File: src/rtl/cacheline_adaptor_if.sv
// Cache-line side and memory-burst side signals of the cacheline adaptor.
// The slave modport is the adaptor; the master modport is its environment.
interface cacheline_adaptor_if #(
    parameter int s_offset = 5,
    parameter int s_burst  = 64,
    parameter int s_addr   = 32
);
    localparam int s_line = 8 * (2 ** s_offset);

    logic [s_line-1:0]  line_i;
    logic [s_line-1:0]  line_o;
    logic [s_addr-1:0]  address_i;
    logic               read_i;
    logic               write_i;
    logic               resp_o;
    logic [s_burst-1:0] burst_i;
    logic [s_burst-1:0] burst_o;
    logic [s_addr-1:0]  address_o;
    logic               read_o;
    logic               write_o;
    logic               resp_i;

    modport slave (
        input  line_i, address_i, read_i, write_i, burst_i, resp_i,
        output line_o, resp_o, burst_o, address_o, read_o, write_o
    );

    modport master (
        output line_i, address_i, read_i, write_i, burst_i, resp_i,
        input  line_o, resp_o, burst_o, address_o, read_o, write_o
    );
endinterface

File: src/rtl/cacheline_adaptor.sv
// Converts between full cache lines and a sequence of memory bus beats:
// assembles fill lines from beats and splits writeback lines into beats.
module cacheline_adaptor #(
    parameter int s_offset = 5,
    parameter int s_burst  = 64,
    parameter int s_addr   = 32
) (
    input logic                clk,
    input logic                rst,
    cacheline_adaptor_if.slave bus
);
    localparam int s_line = 8 * (2 ** s_offset);
    localparam int beats  = s_line / s_burst;
    localparam int cw     = (beats > 1) ? $clog2(beats) : 1;
    localparam logic [cw-1:0]     last_beat = cw'(beats - 1);
    localparam logic [s_addr-1:0] off_mask  = s_addr'((2 ** s_offset) - 1);

    typedef enum logic [1:0] {IDLE, READ, WRITE, DONE} state_t;

    state_t            state;
    logic [cw-1:0]     count;
    logic [cw-1:0]     count_nx;
    logic [s_line-1:0] buffer;

    always_comb begin
        count_nx = count + 1'b1;
    end

    always_ff @(posedge clk) begin
        if (rst) begin
            state         <= IDLE;
            count         <= '0;
            buffer        <= '0;
            bus.line_o    <= '0;
            bus.burst_o   <= '0;
            bus.address_o <= '0;
            bus.read_o    <= 1'b0;
            bus.write_o   <= 1'b0;
            bus.resp_o    <= 1'b0;
        end else begin
            case (state)
                IDLE: begin
                    bus.resp_o <= 1'b0;
                    count      <= '0;
                    // Writeback wins when both requests arrive together.
                    if (bus.write_i) begin
                        buffer        <= bus.line_i;
                        bus.burst_o   <= bus.line_i[s_burst-1:0];
                        bus.address_o <= bus.address_i & ~off_mask;
                        bus.write_o   <= 1'b1;
                        state         <= WRITE;
                    end else if (bus.read_i) begin
                        bus.address_o <= bus.address_i & ~off_mask;
                        bus.read_o    <= 1'b1;
                        state         <= READ;
                    end
                end
                READ: begin
                    if (bus.resp_i) begin
                        bus.line_o[s_burst*count +: s_burst] <= bus.burst_i;
                        if (count == last_beat) begin
                            count      <= '0;
                            bus.read_o <= 1'b0;
                            bus.resp_o <= 1'b1;
                            state      <= DONE;
                        end else begin
                            count <= count_nx;
                        end
                    end
                end
                WRITE: begin
                    if (bus.resp_i) begin
                        if (count == last_beat) begin
                            count       <= '0;
                            bus.write_o <= 1'b0;
                            bus.resp_o  <= 1'b1;
                            state       <= DONE;
                        end else begin
                            count       <= count_nx;
                            bus.burst_o <= buffer[s_burst*count_nx +: s_burst];
                        end
                    end
                end
                DONE: begin
                    bus.resp_o <= 1'b0;
                    state      <= IDLE;
                end
                default: state <= IDLE;
            endcase
        end
    end
endmodule

File: src/flat_wrapper.sv
// flat-port wrapper written by rule: the top's interface ports become plain ports
module cacheline_adaptor_flat 
#(
    parameter int s_offset = 5,
    parameter int s_burst  = 64,
    parameter int s_addr   = 32
)
  (clk, rst, bus_line_i, bus_address_i, bus_read_i, bus_write_i, bus_burst_i, bus_resp_i, bus_line_o, bus_resp_o, bus_burst_o, bus_address_o, bus_read_o, bus_write_o);
  cacheline_adaptor_if #(.s_offset(s_offset), .s_burst(s_burst), .s_addr(s_addr)) bus_i ();
  input logic clk;
  input logic rst;
  input wire logic [$bits(bus_i.line_i)-1:0] bus_line_i;
  input wire logic [$bits(bus_i.address_i)-1:0] bus_address_i;
  input wire logic [$bits(bus_i.read_i)-1:0] bus_read_i;
  input wire logic [$bits(bus_i.write_i)-1:0] bus_write_i;
  input wire logic [$bits(bus_i.burst_i)-1:0] bus_burst_i;
  input wire logic [$bits(bus_i.resp_i)-1:0] bus_resp_i;
  output wire logic [$bits(bus_i.line_o)-1:0] bus_line_o;
  output wire logic [$bits(bus_i.resp_o)-1:0] bus_resp_o;
  output wire logic [$bits(bus_i.burst_o)-1:0] bus_burst_o;
  output wire logic [$bits(bus_i.address_o)-1:0] bus_address_o;
  output wire logic [$bits(bus_i.read_o)-1:0] bus_read_o;
  output wire logic [$bits(bus_i.write_o)-1:0] bus_write_o;
  assign bus_i.line_i = bus_line_i;
  assign bus_i.address_i = bus_address_i;
  assign bus_i.read_i = bus_read_i;
  assign bus_i.write_i = bus_write_i;
  assign bus_i.burst_i = bus_burst_i;
  assign bus_i.resp_i = bus_resp_i;
  assign bus_line_o = bus_i.line_o;
  assign bus_resp_o = bus_i.resp_o;
  assign bus_burst_o = bus_i.burst_o;
  assign bus_address_o = bus_i.address_o;
  assign bus_read_o = bus_i.read_o;
  assign bus_write_o = bus_i.write_o;
  cacheline_adaptor #(.s_offset(s_offset), .s_burst(s_burst), .s_addr(s_addr)) u_core (.clk(clk), .rst(rst), .bus(bus_i));
endmodule
File: config.mk
export PLATFORM = sky130hd
export DESIGN_NAME = cacheline_adaptor_flat
export DESIGN_NICKNAME = d
export VERILOG_FILES = /design/src/rtl/cacheline_adaptor_if.sv /design/src/rtl/cacheline_adaptor.sv /design/src/flat_wrapper.sv
export SDC_FILE = /design/constraint.sdc
export NUM_CORES = 1
export LEC_CHECK = 0
export CAP_MARGIN = 10
export CORE_AREA = 2 2 279 281
export DETAILED_ROUTE_END_ITERATION = 10
export DIE_AREA = 0 0 281 283
export HOLD_SLACK_MARGIN = 0.12
export SLEW_MARGIN = 20
export SYNTH_ARGS = -nofsm -noshare
export SYNTH_HDL_FRONTEND = slang
export SYNTH_SLANG_ARGS = --single-unit
File: constraint.sdc
create_clock -name clk -period 4.5 [get_ports clk]
set_input_delay 0.675 -clock clk [delete_from_list [all_inputs] [get_ports clk]]
set_output_delay 0.675 -clock clk [all_outputs]
set_load 0.01 [all_outputs]
==> key figures <==
Min path
  – Hold wc startpoint: rst
  – HP Class: in2reg

Route
  – Pre-Repair DR Iteration Count: 5
  – Routed wire length: 91100 um
  – Starting DRT DRC Count: 1205
  – # DRC: 0
  – Via density: 4.92
  – DR WL/cell: 20.4 um
  – ANT nets after route: 0
  – Via count: 21977

Logic synthesis
  – Synthesized area per cell: 8.60 um2
  – Synth area leader: dfxtp_1
  – Ys Warns: 0
  – Seq/Total Area, Yosys: 50.7%
  – Asr flop ratio synth: 0%
  – Post-Syn Area: 24100 um2
  – Distinct cells, synth: 40
  – Synth Register Bits: 610
  – Post-synth top area share: 50.7%
  – Top FF cell, synth: dfxtp_1
  – Largest cells by area after synthesis: dfxtp_1 (51%), nand2_1 (9.8%), a21oi_1 (7.2%)
  – EDFF count, synth: 0
  – Cells after synthesis: 2798

Status
  – Outcome: complete, no violations

Worst setup path
  – Critical path endpoint category: register
  – Crit path max fanout: 59
  – WP data required: 5.02 ns
  – Worst Setup EP: u_core.bus.line_o[202]$_SDFFE_PP0P_
  – CP delay by family, top: buffers and inverters
  – Crit path arrival time: 3.70 ns
  – Worst Path Buf+Inv: 2
  – Worst setup path start: u_core.count[0]$_SDFFE_PP0P_
  – Worst reg2reg setup slack: 1.32 ns
  – Worst r2r dst: u_core.bus.line_o[202]$_SDFFE_PP0P_
  – Stages on the worst setup path: 7
  – Crit-path max cell delay: 0.72 ns
  – CP cell instances: inv_1 > ha_1 > or3b_1 > nor2_4 > buf_4 > nand3_1 > a21oi_1
  – Worst R2R Start: u_core.count[0]$_SDFFE_PP0P_
  – CP startpoint kind: register
  – Reg2reg path depth: 7
  – Crit Path Category: reg2reg
  – Slowest cell on crit path: dfxtp_4

Placed design
  – Placed cells: 4327
  – Dpl hpwl: 59200 um
  – Number of port buffers: 701
  – RePlAce Congestion: 0.827

Clocking
  – Clock tree buffer depth: 3
  – Gates resized, CTS repair: 0
  – CTS tree: done
  – Post-CTS Setup Repair Bufs: 0
  – # hold bufs at CTS: 0
  – Skew-Pair Late Insertion Delay: 0.60 ns
  – Clock transition at path regs: 0.06 ns
  – CTS Buf Count: 71
  – Root Driver: clkbuf_16
  – CTS Sinks: 610
  – H-tree depth: 3

Final layout
  – Most frequent cells in the layout: clkdlybuf4s50_1 (700), nand2_1 (626), dfxtp_1 (609)
  – Synth-to-Final Area Change: 42.5%
  – Fillers: 7681
  – Commonest non-fill, non-tap cell in the layout: clkdlybuf4s50_1
  – Final #Nets: 3727
  – Final non-filler cell total: 4463
  – Fraction of layout cells with a size suffix above 1: 10.4%

Power and ir drop
  – Tot Pwr: 17.2 mW
  – P per Cell Area: 503 nW/um2
  – P_leak: 12.1 nW
  – Worst VDD drop: 0.357 mV

Global route
  – Gr usage total: 22.0%
  – Number of global-route vias before repair: 20798
  – Total grt overflow: 0
  – Largest net degree at the start of global routing: 151
  – Initial antenna violation count: 20
  – First-pass GRT wire length: 135000 um

STA
  – Min Hold Slack: 0.426 ns
  – Final setup viols: 0
  – Final Skew: 0.0246 ns
  – Final min period: 3.18 ns
  – Fin crit share: 70.6%
  – Slew of the pin with the lowest slew margin: 1.07 ns
  – Maximum clock frequency: 0.315 GHz
  – Unrepaired setup endpoints after global routing: no
  – Max-slew headroom: 28.5%
  – Total negative slack: 0 ns
  – Final hold viol count: 0
  – Max Slew Vio Count: 0

Die
  – Starting Density: 31.4%
  – Die Height: 283 um
  – Die area: 79500 um2
  – Die width: 281 um
  – Row count: 102
  – Core Area: 76700 um2
  – # IOs: 712

Run
  – Max cap viols: 0
## Yosys cell counts (2+ instances only)
library cell  count
ha_1             10
a31o_2           59
nand2b_1          3
buf_4             8
mux2i_1         132
nor3_1           64
o21ai_0          55
o22ai_1          64
buf_1             4
buf_2            79
o21ai_1          11
nand2_1         628
a21oi_1         347
nand3_1          62
and3_1           61
dfxtp_1         610
a211oi_1          2
nor2b_1          66
buf_6             8
a22oi_1          75
clkbuf_1        157
nor2_2           61
nor2_1          147
a32o_1            5
a22oi_2          60
inv_1             6
## stage by stage
| step | instance area (um2) | utilization, % | setup WS [ns] |
|---|---|---|---|
| floorplan | 24100 | - | 1.94 |
| global placement | 31800 | 41.5 | 1.29 |
| detailed placement | 31800 | 41.5 | 1.27 |
| CTS | 34300 | 44.7 | 1.30 |
| global route | 34300 | 44.7 | 1.13 |
| finish | 34300 | 44.7 | 1.32 |
## registers in the layout, summed over array words and instances, names as in the netlist
name	flops
u_core.buffer	256
u_core.bus.line_o	256
u_core.bus.burst_o	64
u_core.bus.address_o	27
u_core.count	2
u_core.state	2
u_core.bus.read_o	1
u_core.bus.resp_o	1
u_core.bus.write_o	1
## kinds of logic after synthesis
| family | count (synthesis) | share of synthesized area, % |
|---|---|---|
| AOI/OAI and AO/OA | 682 | 18.3 |
| adders and majority gates | 10 | 0.520 |
| buffers and inverters | 262 | 4.87 |
| DFF | 610 | 50.7 |
| muxes | 133 | 5.54 |
| other | 1 | 0.0156 |
| and+or+nand+nor | 1100 | 20.0 |
## per-layer routing
metal  up-vias  track usage [%]  part of all wire, %
li1      10688                -                    -
met1     10478             27.1                   42
met2       653             36.8                   48
met3       132             6.70                  8.3
met4        26             5.86                  1.9
met5         -                0                 0.19
## where the power goes
part	switching (mW)	total [mW]	internal (mW)
logic	2.71	4.64	1.93
clock network	2.42	5.98	3.56
registers	0.447	6.62	6.17
total	5.58	17.2	11.7
## how the worst min path moves through the flow
| stage | to | slack [ns] | cells past startpoint |
|---|---|---|---|
| finish | u_core.bus.line_o[38]$_SDFFE_PP0P_ | 0.43 | 2 |
| global route | u_core.bus.line_o[38]$_SDFFE_PP0P_ | 0.43 | 2 |
| CTS | u_core.bus.line_o[165]$_SDFFE_PP0P_ | 0.39 | 2 |
| detailed placement | u_core.bus.line_o[219]$_SDFFE_PP0P_ | 0.44 | 2 |
| global placement | u_core.bus.line_o[236]$_SDFFE_PP0P_ | 0.44 | 2 |
| floorplan | u_core.buffer[100]$_SDFFE_PP0P_ | 0.44 | 2 |
## final cells by class
class	count	area (um2)	share of cell area, %
Tap cell	1040	1300	3.79
Antenna cell	8	20.0	0.0584
Inverter	6	25.0	0.0730
Timing Repair Buffer	741	7500	21.9
Multi-Input combinational cell	1930	10800	31.5
Clock inverter	24	328	0.956
Sequential cell	610	12200	35.6
Clock buffer	104	2100	6.14
Note: power is estimated with default switching activity, not from simulation.
